===== src/rtl/stream_packet_fifo.sv =====
// Packet-aware FIFO behind the QoS stream arbiter: stores {data,qos,id,last} beats and counts complete packets.
// Define STREAM_PACKET_FIFO_STORE_FWD_EN to hold output until a whole packet is buffered.
module stream_packet_fifo #(
  parameter int T_DATA_WIDTH = 8,
  parameter int T_QOS__WIDTH = 4,
  parameter int STREAM_COUNT = 2,
  parameter int T_ID___WIDTH = $clog2(STREAM_COUNT),
  parameter int FIFO_DEPTH   = 8,
  parameter int CNT_WIDTH    = $clog2(FIFO_DEPTH) + 1
) (
  input  logic                    clk_i,
  input  logic                    rst_i,
  input  logic [T_DATA_WIDTH-1:0] s_data_i,
  input  logic [T_QOS__WIDTH-1:0] s_qos_i,
  input  logic [T_ID___WIDTH-1:0] s_id_i,
  input  logic                    s_last_i,
  input  logic                    s_valid_i,
  output logic                    s_ready_o,
  output logic [T_DATA_WIDTH-1:0] m_data_o,
  output logic [T_QOS__WIDTH-1:0] m_qos_o,
  output logic [T_ID___WIDTH-1:0] m_id_o,
  output logic                    m_last_o,
  output logic                    m_valid_o,
  input  logic                    m_ready_i,
  output logic [CNT_WIDTH-1:0]    count_o,
  output logic [CNT_WIDTH-1:0]    pkt_count_o
);
  localparam int PTR_W = $clog2(FIFO_DEPTH);
  localparam logic [CNT_WIDTH-1:0] DEPTH_C = CNT_WIDTH'(FIFO_DEPTH);

  typedef struct packed {
    logic [T_DATA_WIDTH-1:0] data;
    logic [T_QOS__WIDTH-1:0] qos;
    logic [T_ID___WIDTH-1:0] id;
    logic                    last;
  } beat_t;

  beat_t                mem [FIFO_DEPTH];
  beat_t                s_beat, head, out_beat;
  logic [PTR_W-1:0]     wr_ptr, rd_ptr;
  logic [CNT_WIDTH-1:0] count, pkt_count;
  logic                 full, empty, wr_en, rd_en, valid;

  assign s_beat = '{data: s_data_i, qos: s_qos_i, id: s_id_i, last: s_last_i};
  assign head   = mem[rd_ptr];
  assign full   = (count == DEPTH_C);
  assign empty  = (count == '0);

`ifdef STREAM_PACKET_FIFO_STORE_FWD_EN
  // Full with no complete packet degrades to cut-through so oversize packets cannot deadlock.
  assign valid = ~empty & ((pkt_count != '0) | full);
`else
  assign valid = ~empty;
`endif

  assign s_ready_o = ~rst_i & ~full;
  assign m_valid_o = ~rst_i & valid;
  assign wr_en     = s_valid_i & s_ready_o;
  assign rd_en     = m_valid_o & m_ready_i;

  assign out_beat    = rst_i ? '0 : head;
  assign m_data_o    = out_beat.data;
  assign m_qos_o     = out_beat.qos;
  assign m_id_o      = out_beat.id;
  assign m_last_o    = out_beat.last;
  assign count_o     = count;
  assign pkt_count_o = pkt_count;

  always_ff @(posedge clk_i) begin
    if (rst_i) begin
      wr_ptr    <= '0;
      rd_ptr    <= '0;
      count     <= '0;
      pkt_count <= '0;
      for (int i = 0; i < FIFO_DEPTH; i++) mem[i] <= '0;
    end else begin
      if (wr_en) begin
        mem[wr_ptr] <= s_beat;
        wr_ptr      <= wr_ptr + 1'b1;
      end
      if (rd_en) rd_ptr <= rd_ptr + 1'b1;
      case ({wr_en, rd_en})
        2'b10:   count <= count + 1'b1;
        2'b01:   count <= count - 1'b1;
        default: count <= count;
      endcase
      case ({wr_en & s_last_i, rd_en & head.last})
        2'b10:   pkt_count <= pkt_count + 1'b1;
        2'b01:   pkt_count <= pkt_count - 1'b1;
        default: pkt_count <= pkt_count;
      endcase
    end
  end
endmodule


===== config.mk =====
export PLATFORM = sky130hd
export DESIGN_NAME = stream_packet_fifo
export DESIGN_NICKNAME = d
export VERILOG_FILES = /design/src/rtl/stream_packet_fifo.sv
export SDC_FILE = /design/constraint.sdc
export NUM_CORES = 1
export LEC_CHECK = 0
export CAP_MARGIN = 20
export CELL_PAD_IN_SITES_DETAIL_PLACEMENT = 0
export CELL_PAD_IN_SITES_GLOBAL_PLACEMENT = 2
export CORE_ASPECT_RATIO = 1.5
export CORE_MARGIN = 1.5
export CORE_UTILIZATION = 44
export CTS_CLUSTER_DIAMETER = 30
export DETAILED_ROUTE_END_ITERATION = 12
export HOLD_SLACK_MARGIN = 0.05
export PLACE_DENSITY = 0.84
export REMOVE_ABC_BUFFERS = 1
export SYNTH_ARGS = -nofsm -noshare
export SYNTH_HDL_FRONTEND = slang
export SYNTH_SLANG_ARGS = --single-unit

===== constraint.sdc =====
create_clock -name clk_i -period 5.85 [get_ports clk_i]
set_input_delay 1.17 -clock clk_i [delete_from_list [all_inputs] [get_ports clk_i]]
set_output_delay 1.17 -clock clk_i [all_outputs]
set_load 0.05 [all_outputs]

==> results of run 1 <==
-- layer usage --
metal  GRT usage, %  share of wire [%]  vias up  wire length (um)
met2           37.5                 56      106              7340
met4           8.62                1.2        0               153
met1           22.0                 37     1782              4860
li1               -                  -     1681                 -
met5              0                  0        -                 0
met3           4.40                5.2        9               677
-- where the power goes --
group	switching, mW	internal (mW)	leakage [nW]	total (mW)
Clock	0.389	0.704	0.311	1.09
Combinational	0.168	0.106	0.843	0.274
Sequential	0.0234	1.04	1.30	1.07
-- worst max-delay path, cell delays in order --
cell and delay [ns]:
sky130_fd_sc_hd__buf_2 0.64, sky130_fd_sc_hd__nor2_1 0.17, sky130_fd_sc_hd__clkdlybuf4s50_1 0.75
-- worst max-delay path by stage --
| stage | endpoint | slack, ns | cells past startpoint |
|---|---|---|---|
| floorplan | m_last_o | 2.20 | 3 |
| global placement | mem[0][11]$_SDFFCE_PN0P_ | 1.74 | 5 |
| detailed placement | mem[0][9]$_SDFFCE_PN0P_ | 1.71 | 5 |
| CTS | m_last_o | 1.53 | 4 |
| global route | m_data_o[2] | 1.80 | 3 |
| finish | m_data_o[2] | 1.92 | 3 |
-- logic make-up (layout without fill, tap and decap cells) --
group,after synthesis,count (layout),share of synthesized area (%)
AOI/OAI and AO/OA,22,22,2.38
xor gates and xnor gates,10,10,1.50
adders and majority gates,8,8,1.72
buffers and inverters,33,91,2.64
DFF,129,129,63.5
muxes,45,45,13.7
and+or+nand+nor,196,196,14.6
-- area by class of cell --
cell class              instances  area, um^2
clock buffers                  22         507
clock inverters                10         121
fillers                      1073        5890
inverters                       2        7.51
multi-input cells             281        1980
flip-flops and latches        129        3700
well taps                     159         199
repair buffers                 57         546
-- per-stage QoR --
step	hold WS [ns]	utilization [%]
final	0.525	54.5
after global routing	0.543	54.5
after CTS	0.526	54.3
after detailed placement	0.511	49.4
after global placement	0.494	49.4
after floorplan	0.475	-
-- placed cells by master (no fill, tap or decap), drive strengths merged, types with 2 or more instances in the layout --
| cell type | n |
|---|---|
| a21oi | 4 |
| or3 | 2 |
| nand3b | 2 |
| mux4 | 28 |
| nor2 | 140 |
| xor2 | 6 |
| nor4b | 3 |
| o21bai | 8 |
| dfxtp | 17 |
| nor2b | 4 |
| o21ai | 7 |
| mux2i | 16 |
| bufinv | 2 |
| clkbuf | 22 |
| buf | 17 |
| o31ai | 2 |
| nor3b | 2 |
| clkinv | 7 |
| nand3 | 2 |
| ha | 8 |
| clkdlybuf4s50 | 40 |
| xnor2 | 4 |
| nor4bb | 4 |
| edfxtp | 112 |
| inv | 3 |
| nand2 | 34 |
-- registers in the layout, summed over array words and instances (netlist names), named ones only --
signal	cells
pkt_count_o	4
rd_ptr	3
mem	112
count_o	4
wr_ptr	3
==> impl_summary.txt, run 1 <==
----------------------------------------------------
[Run status]
  Result of the run ... completed

[Clocking]
  Buffers inserted by post-CTS timing repair ... 0
  CTS Hold Buffers Added ... 0
  Clock sink count ... about 130
  TritonCTS clock tree ... yes
  Clock root buffer master ... sky130_fd_sc_hd__clkbuf_16
  Clock buffer count from CTS ... 17
  H-tree level count ... 4
  Deepest clock path buffer count ... 2
  Clock-pin transition on the worst setup and hold timing paths ... 0.06 ns
  Clock latency reported for the late side of the worst-skew pair ... approximately 0.40 ns
  Post_cts resized ... 0

[Synthesis]
  Library cell occupying the most area in the post-synthesis netlist ... sky130_fd_sc_hd__edfxtp_1
  Top cells by count, synth ... 140 x sky130_fd_sc_hd__nor2_1, 112 x sky130_fd_sc_hd__edfxtp_1, 34 x sky130_fd_sc_hd__nand2_1
  Most frequent cell after synthesis ... sky130_fd_sc_hd__nor2_1
  Fraction of the yosys area taken by sequential cells ... a little under two thirds
  Library cells used by synthesis ... 32
  Share of flip-flops with an asynchronous set or reset after synthesis ... 0%
  Number of cells produced by synthesis ... 443
  Post-synth top flop ... sky130_fd_sc_hd__edfxtp_1
  Syn avg cell area ... 13.2 um^2
  Post-synthesis instance area ... 5840 um^2
  YS warnings ... 0
  Portion of synthesized cell area occupied by the leading cell type ... 57.6%
  Top cells by area, synth ... sky130_fd_sc_hd__edfxtp_1 58%, sky130_fd_sc_hd__mux4_2 11%, sky130_fd_sc_hd__nor2_1 9.0%
  Post-synth EDFFs ... 112
  Seq cells post-synth ... 129

[Critical path]
  Depth of the worst register-to-register path ... 5
  Critical path capture point type ... output port
  R2R Path End ... mem[0][9]$_SDFFCE_PN0P_
  Worst Setup Start Kind ... primary input
  Critical path class ... primary input to output port
  Startpoint of the worst register-to-register path ... count_o[1]$_SDFFE_PP0P_
  Beginning of the critical path ... rst_i
  Critical path required time ... 4.68 ns
  Max FO, Critical Path ... 45
  Arrival time reported for the critical path endpoint ... ~2.8 ns
  Reg2Reg Setup Slack ... 2.72 ns

[STA]
  Setup tns final ... 0 ns
  Headroom to the max-slew limit ... 30.1%
  FMAX ... 255 MHz
  Final setup margin ... between 1.5 and 2 ns
  Unrepaired setup endpoints after global routing ... no
  Final number of max-transition violations ... 0
  Final hold viol count ... 0
  Worst Max-Slew Pin Slew ... between 1 and 1.5 ns
  Count of final setup violators ... 0
  Share of the clock period used by the worst path ... between 60% and 70%
  Largest clock skew in the final design ... slightly below 0.009 ns
  Minimum period implied by the final worst setup slack ... 3.93 ns

[Placed design]
  HPWL Detailed ... just over 8000 um
  Routability congestion estimate from global placement ... between 0.7 and 0.8
  Worst slack at placement ... 1.71 ns
  Cell area reported after detailed placement ... 6400 um^2
  Total of buffers placed on input and output ports ... 41
  Placed insts ... 626

[Detailed routing]
  Average vias per placed instance ... 5.42
  Detail-routed net length per standard cell ... between 15 and 20 um
  Number of nets with antenna violations after detailed routing ... 0
  Detailed Route WL ... around 13,000 um
  DR vias ... ~3,600
  First drt pass iteration count ... 4
  Initial drt markers ... 177
  Number of remaining DRC errors ... 0

[Floorplanning]
  Initial core utilization ... 45.0%
  Die width ... 97.0 um
  Floorplan die height ... 144 um
  Die ar. ... 14,000 um^2
  Number of placement rows ... just over 50
  Top-level port count ... 42
  Core Footprint ... between 10,000 and 15,000 um^2

[GRT]
  Initial antenna violation count ... 0
  Combined global-route utilization of all metal layers ... 20.1%
  Overflow left after global routing ... 0
  First-pass GRT wire length ... between 20,000 and 25,000 um
  Vias in the first global route ... 3,747
  Largest net degree at the start of global routing ... 46

[Layout]
  Number of nets at the end of the flow ... 514
  Area delta synth->final ... 21.0%
  Count of non-filler cells in the finished layout ... 660
  Final Instance Area ... 7060 um^2
  Fraction of final layout cells with drive strength greater than 1 ... 16.2%
  Antenna diode count ... 0

[Power and ir drop]
  Power density over cell area ... 345 nW/um^2
  Maximum vdd ir drop ... 0.194 mV
  Static Leak ... 2.45 nW
  Total power after layout ... between 2 and 2.5 mW

[Min path]
  Cell count of the worst hold path ... 2
  Worst Min Path Start ... rd_ptr[1]$_SDFFE_PP0P_
  Class of the tightest hold or removal check ... flop to flop

[Job]
  Total of max-cap violations ... 0

----------------------------------------------------
No activity file was read; power rests on OpenSTA's default activity.
==> inputs of run 2 (changes only) <==
--- a/config.mk
+++ b/config.mk
@@ -10,11 +10,11 @@
 export CELL_PAD_IN_SITES_GLOBAL_PLACEMENT = 2
 export CORE_ASPECT_RATIO = 1.5
 export CORE_MARGIN = 1.5
-export CORE_UTILIZATION = 44
+export CORE_UTILIZATION = 37
 export CTS_CLUSTER_DIAMETER = 30
 export DETAILED_ROUTE_END_ITERATION = 12
 export HOLD_SLACK_MARGIN = 0.05
-export PLACE_DENSITY = 0.84
+export PLACE_DENSITY = 0.75
 export REMOVE_ABC_BUFFERS = 1
 export SYNTH_ARGS = -nofsm -noshare
 export SYNTH_HDL_FRONTEND = slang
==> constraint.sdc (replaced) <==
create_clock -name clk_i -period 3.4 [get_ports clk_i]
set_input_delay 0.68 -clock clk_i [delete_from_list [all_inputs] [get_ports clk_i]]
set_output_delay 0.68 -clock clk_i [all_outputs]
set_load 0.05 [all_outputs]
==> run 2 against run 1 <==
Worst setup slack worse by 1.5 ns. Global-route usage is 2.4 points lower. Critical path depth is 2 higher. Sequential power is 71% higher. Die area is 18% higher. Clock skew is 0.0030 ns higher. Clock power is 64% higher. Core utilization is 8.6 points lower. Wire length is 4.0% higher. Design area is 1.1% higher.
==> impl_summary.txt, run 2 (synthesized netlist as in run 1, its figures left out) <==
----------------------------------------------------
[Placed design]
  Worst slack at placement ... 0.506 ns (-1.20 ns)
  HPWL Detailed ... 8710 um (+7.0%)
  Total of buffers placed on input and output ports ... 41 (unchanged)
  Routability congestion estimate from global placement ... 0.755 (-0.92%)

[Detailed routing]
  Average vias per placed instance ... 5.06 (-6.7%)
  Initial drt markers ... 207 (+17%)
  Number of nets with antenna violations after detailed routing ... 0 (unchanged)
  Detailed Route WL ... 13,500 um (+4.0%)
  First drt pass iteration count ... 4 (unchanged)
  Number of remaining DRC errors ... 0 (unchanged)
  Detail-routed net length per standard cell ... 18.8 um (-4.7%)
  DR vias ... 3,641 (+1.8%)

[Floorplanning]
  Core Footprint ... 15,600 um^2 (+20%)
  Initial core utilization ... 37.5% (-7.5 points)
  Die ar. ... 16,500 um^2 (+18%)
  Top-level port count ... 42 (unchanged)
  Floorplan die height ... 157 um (+8.9%)
  Die width ... 106 um (+8.8%)
  Number of placement rows ... 56 (+9.8%)

[Critical path]
  Worst path max stage delay ... 0.56 ns (-0.19 ns)
  Cell family with the largest share of critical-path delay ... multiplexers
  Critical path required time ... 2.72 ns (-1.96 ns)
  Max FO, Critical Path ... 18 (-60%)
  Critical path class ... flop to output port
  Critical path depth in cells ... 5 (+2)
  Worst Setup Start Kind ... flop
  Cell at the slowest stage of the critical path ... sky130_fd_sc_hd__mux4_2
  Crit-path cells ... buf_4 -> mux4_2 -> mux2i_1 -> nor2_1 -> buf_4
  Depth of the worst register-to-register path ... 8 (+3)
  Number of buffers and inverters on the critical path ... 2 (unchanged)
  Crit-path most repeated cell ... sky130_fd_sc_hd__buf_4
  Critical path capture point type ... output port
  Arrival time reported for the critical path endpoint ... 2.26 ns (-0.50 ns)

[Layout]
  Flip-flop count of the largest register, all copies and words added ... 112 (unchanged)
  Area delta synth->final ... 22.4%
  Most frequent standard cell in the layout excluding fill and tap cells ... sky130_fd_sc_hd__nor2_1
  Register bank with the most flops ... mem
  Number of nets at the end of the flow ... 531 (+3.3%)
  Fraction of final layout cells with drive strength greater than 1 ... 21.5% (+5.3 points)
  Top library cells by usage in the layout, fill and taps aside ... 140 x sky130_fd_sc_hd__nor2_1, 112 x sky130_fd_sc_hd__edfxtp_1, 47 x sky130_fd_sc_hd__buf_4
  Antenna diode count ... 0 (unchanged)
  Filler instances ... 1,442 (+34%)

[GRT]
  Global routing met2 resource utilization ... 32.0% (-5.5 points)
  Most utilized layer in the global route result ... met2
  Met3 track demand over resource in global routing ... 4.71% (+0.31 points)
  GRT met1 Usage ... 20.2% (-1.8 points)
  Combined global-route utilization of all metal layers ... 17.7% (-2.4 points)
  Largest net degree at the start of global routing ... 25 (-46%)
  First-pass GRT wire length ... 21,100 um (+2.8%)
  Initial antenna violation count ... 0 (unchanged)
  Vias in the first global route ... 3,756 (+0.24%)
  Overflow left after global routing ... 0 (unchanged)

[STA]
  Worst Max-Slew Pin Slew ... 0.871 ns (-0.175 ns)
  Share of the clock period used by the worst path ... 86.4%
  Final number of max-transition violations ... 0 (unchanged)
  Count of final setup violators ... 0 (unchanged)
  Final hold viol count ... 0 (unchanged)
  Largest clock skew in the final design ... 0.0119 ns (+0.00302 ns)
  Final setup margin ... 0.463 ns (-1.46 ns)
  Worst slack on hold paths ... 0.520 ns (-0.00423 ns)
  Headroom to the max-slew limit ... 41.6% (+11 points)
  Unrepaired setup endpoints after global routing ... no
  Minimum period implied by the final worst setup slack ... 2.94 ns
  FMAX ... around 340 MHz

[Run status]
  Result of the run ... completed

[Power and ir drop]
  Static Leak ... 2.53 nW (+3.0%)
  Power density over cell area ... 574 nW/um^2 (+66%)
  Sw frac ... 25.1% (+1.3 points)
  Maximum vdd ir drop ... 0.279 mV (+44%)
  P_int ... 3.07 mW (+66%)
  Sequential cell fraction of total power ... 44.6% (+0.8 points)
  Switching Power ... 1.03 mW (+77%)
  Logic gate share of total power ... 11.8% (+0.5 points)
  Clk pwr share ... 43.6% (-1.3 points)

[Clocking]
  H-tree level count ... 4 (unchanged)
  Buffers inserted by post-CTS timing repair ... 0 (unchanged)
  Post_cts resized ... 0 (unchanged)
  Deepest clock path buffer count ... 2 (unchanged)
  CTS Hold Buffers Added ... 0 (unchanged)
  Clock buffer count from CTS ... 17 (unchanged)
  Clock latency reported for the late side of the worst-skew pair ... 0.41 ns (about the same)
  Clock root buffer master ... sky130_fd_sc_hd__clkbuf_16
  TritonCTS clock tree ... yes
  Clock sink count ... 129 (unchanged)
  Clock-pin transition on the worst setup and hold timing paths ... 0.06 ns (about the same)

[Job]
  Total of max-cap violations ... 0 (unchanged)

[Min path]
  Cell count of the worst hold path ... 2 (unchanged)
  Class of the tightest hold or removal check ... flop to flop

----------------------------------------------------
[run 2: worst reg2reg max path, delay by kind of cell (launching register included)]
family / cells / cell delay [ns]
muxes: 3 / 1.11
DFF: 1 / 0.39
and+or+nand+nor: 2 / 0.43
adders and majority gates: 1 / 0.41
AOI/OAI and AO/OA: 2 / 0.19
[run 2: metrics by stage]
stage                     instances  TNS (ns)  utilization (%)  cell area (um^2)  total power, mW
final                           720         0             45.9              7140             4.10
after global routing            720         0             45.9              7140             4.25
after CTS                       720         0             45.9              7140             4.14
after detailed placement        689         0             42.2              6560             2.36
after global placement          689         0             42.2              6560             2.35
after floorplan                 412    -0.156                -              5690             2.16
[run 2: worst paths after layout]
path	startpoint	endpoint	slack, ns
worst min-delay path	rd_ptr[2]$_SDFFE_PP0P_	flop	0.52
worst min register to register	rd_ptr[2]$_SDFFE_PP0P_	flop	0.52
worst max-delay path	flop	m_qos_o[0]	0.46
worst max register to register	flop	pkt_count_o[3]$_SDFFE_PP0P_	0.77
[run 2: final cells by class]
type	count	area (um^2)	share of cell area (%)
well taps	203	254	3.56
inverters	2	7.51	0.105
multi-input cells	281	1980	27.7
repair buffers	74	618	8.65
clock buffers	17	425	5.96
clock inverters	14	154	2.15
flip-flops and latches	129	3700	51.9
[run 2: power by group through the flow]
| stage | logic, mW | registers [mW] | clock network, mW |
|---|---|---|---|
| global placement | 0.489 | 1.86 | 0 |
| floorplan | 0.268 | 1.89 | 0 |
| finish | 0.484 | 1.83 | 1.79 |
| detailed placement | 0.493 | 1.86 | 0 |
| CTS | 0.494 | 1.83 | 1.82 |
| global route | 0.523 | 1.84 | 1.89 |
[run 2: metal layers]
layer	share of wire, %	wire length [um]	vias to the layer above
li1	-	-	1711
met1	40	5470	1828
met2	54	7360	92
met3	4.2	565	10
met4	1.1	152	0
met5	0	0	-
==> inputs of run 3 (changes only) <==
--- a/config.mk
+++ b/config.mk
@@ -11,6 +11,7 @@
 export CORE_ASPECT_RATIO = 1.5
 export CORE_MARGIN = 1.5
 export CORE_UTILIZATION = 37
+export CTS_BUF_LIST = sky130_fd_sc_hd__clkbuf_4 sky130_fd_sc_hd__clkbuf_8 sky130_fd_sc_hd__clkbuf_16
 export CTS_CLUSTER_DIAMETER = 30
 export DETAILED_ROUTE_END_ITERATION = 12
 export HOLD_SLACK_MARGIN = 0.05
==> results of run 3 <==
The final DEF is identical to that of run 2; final timing and power are the same.
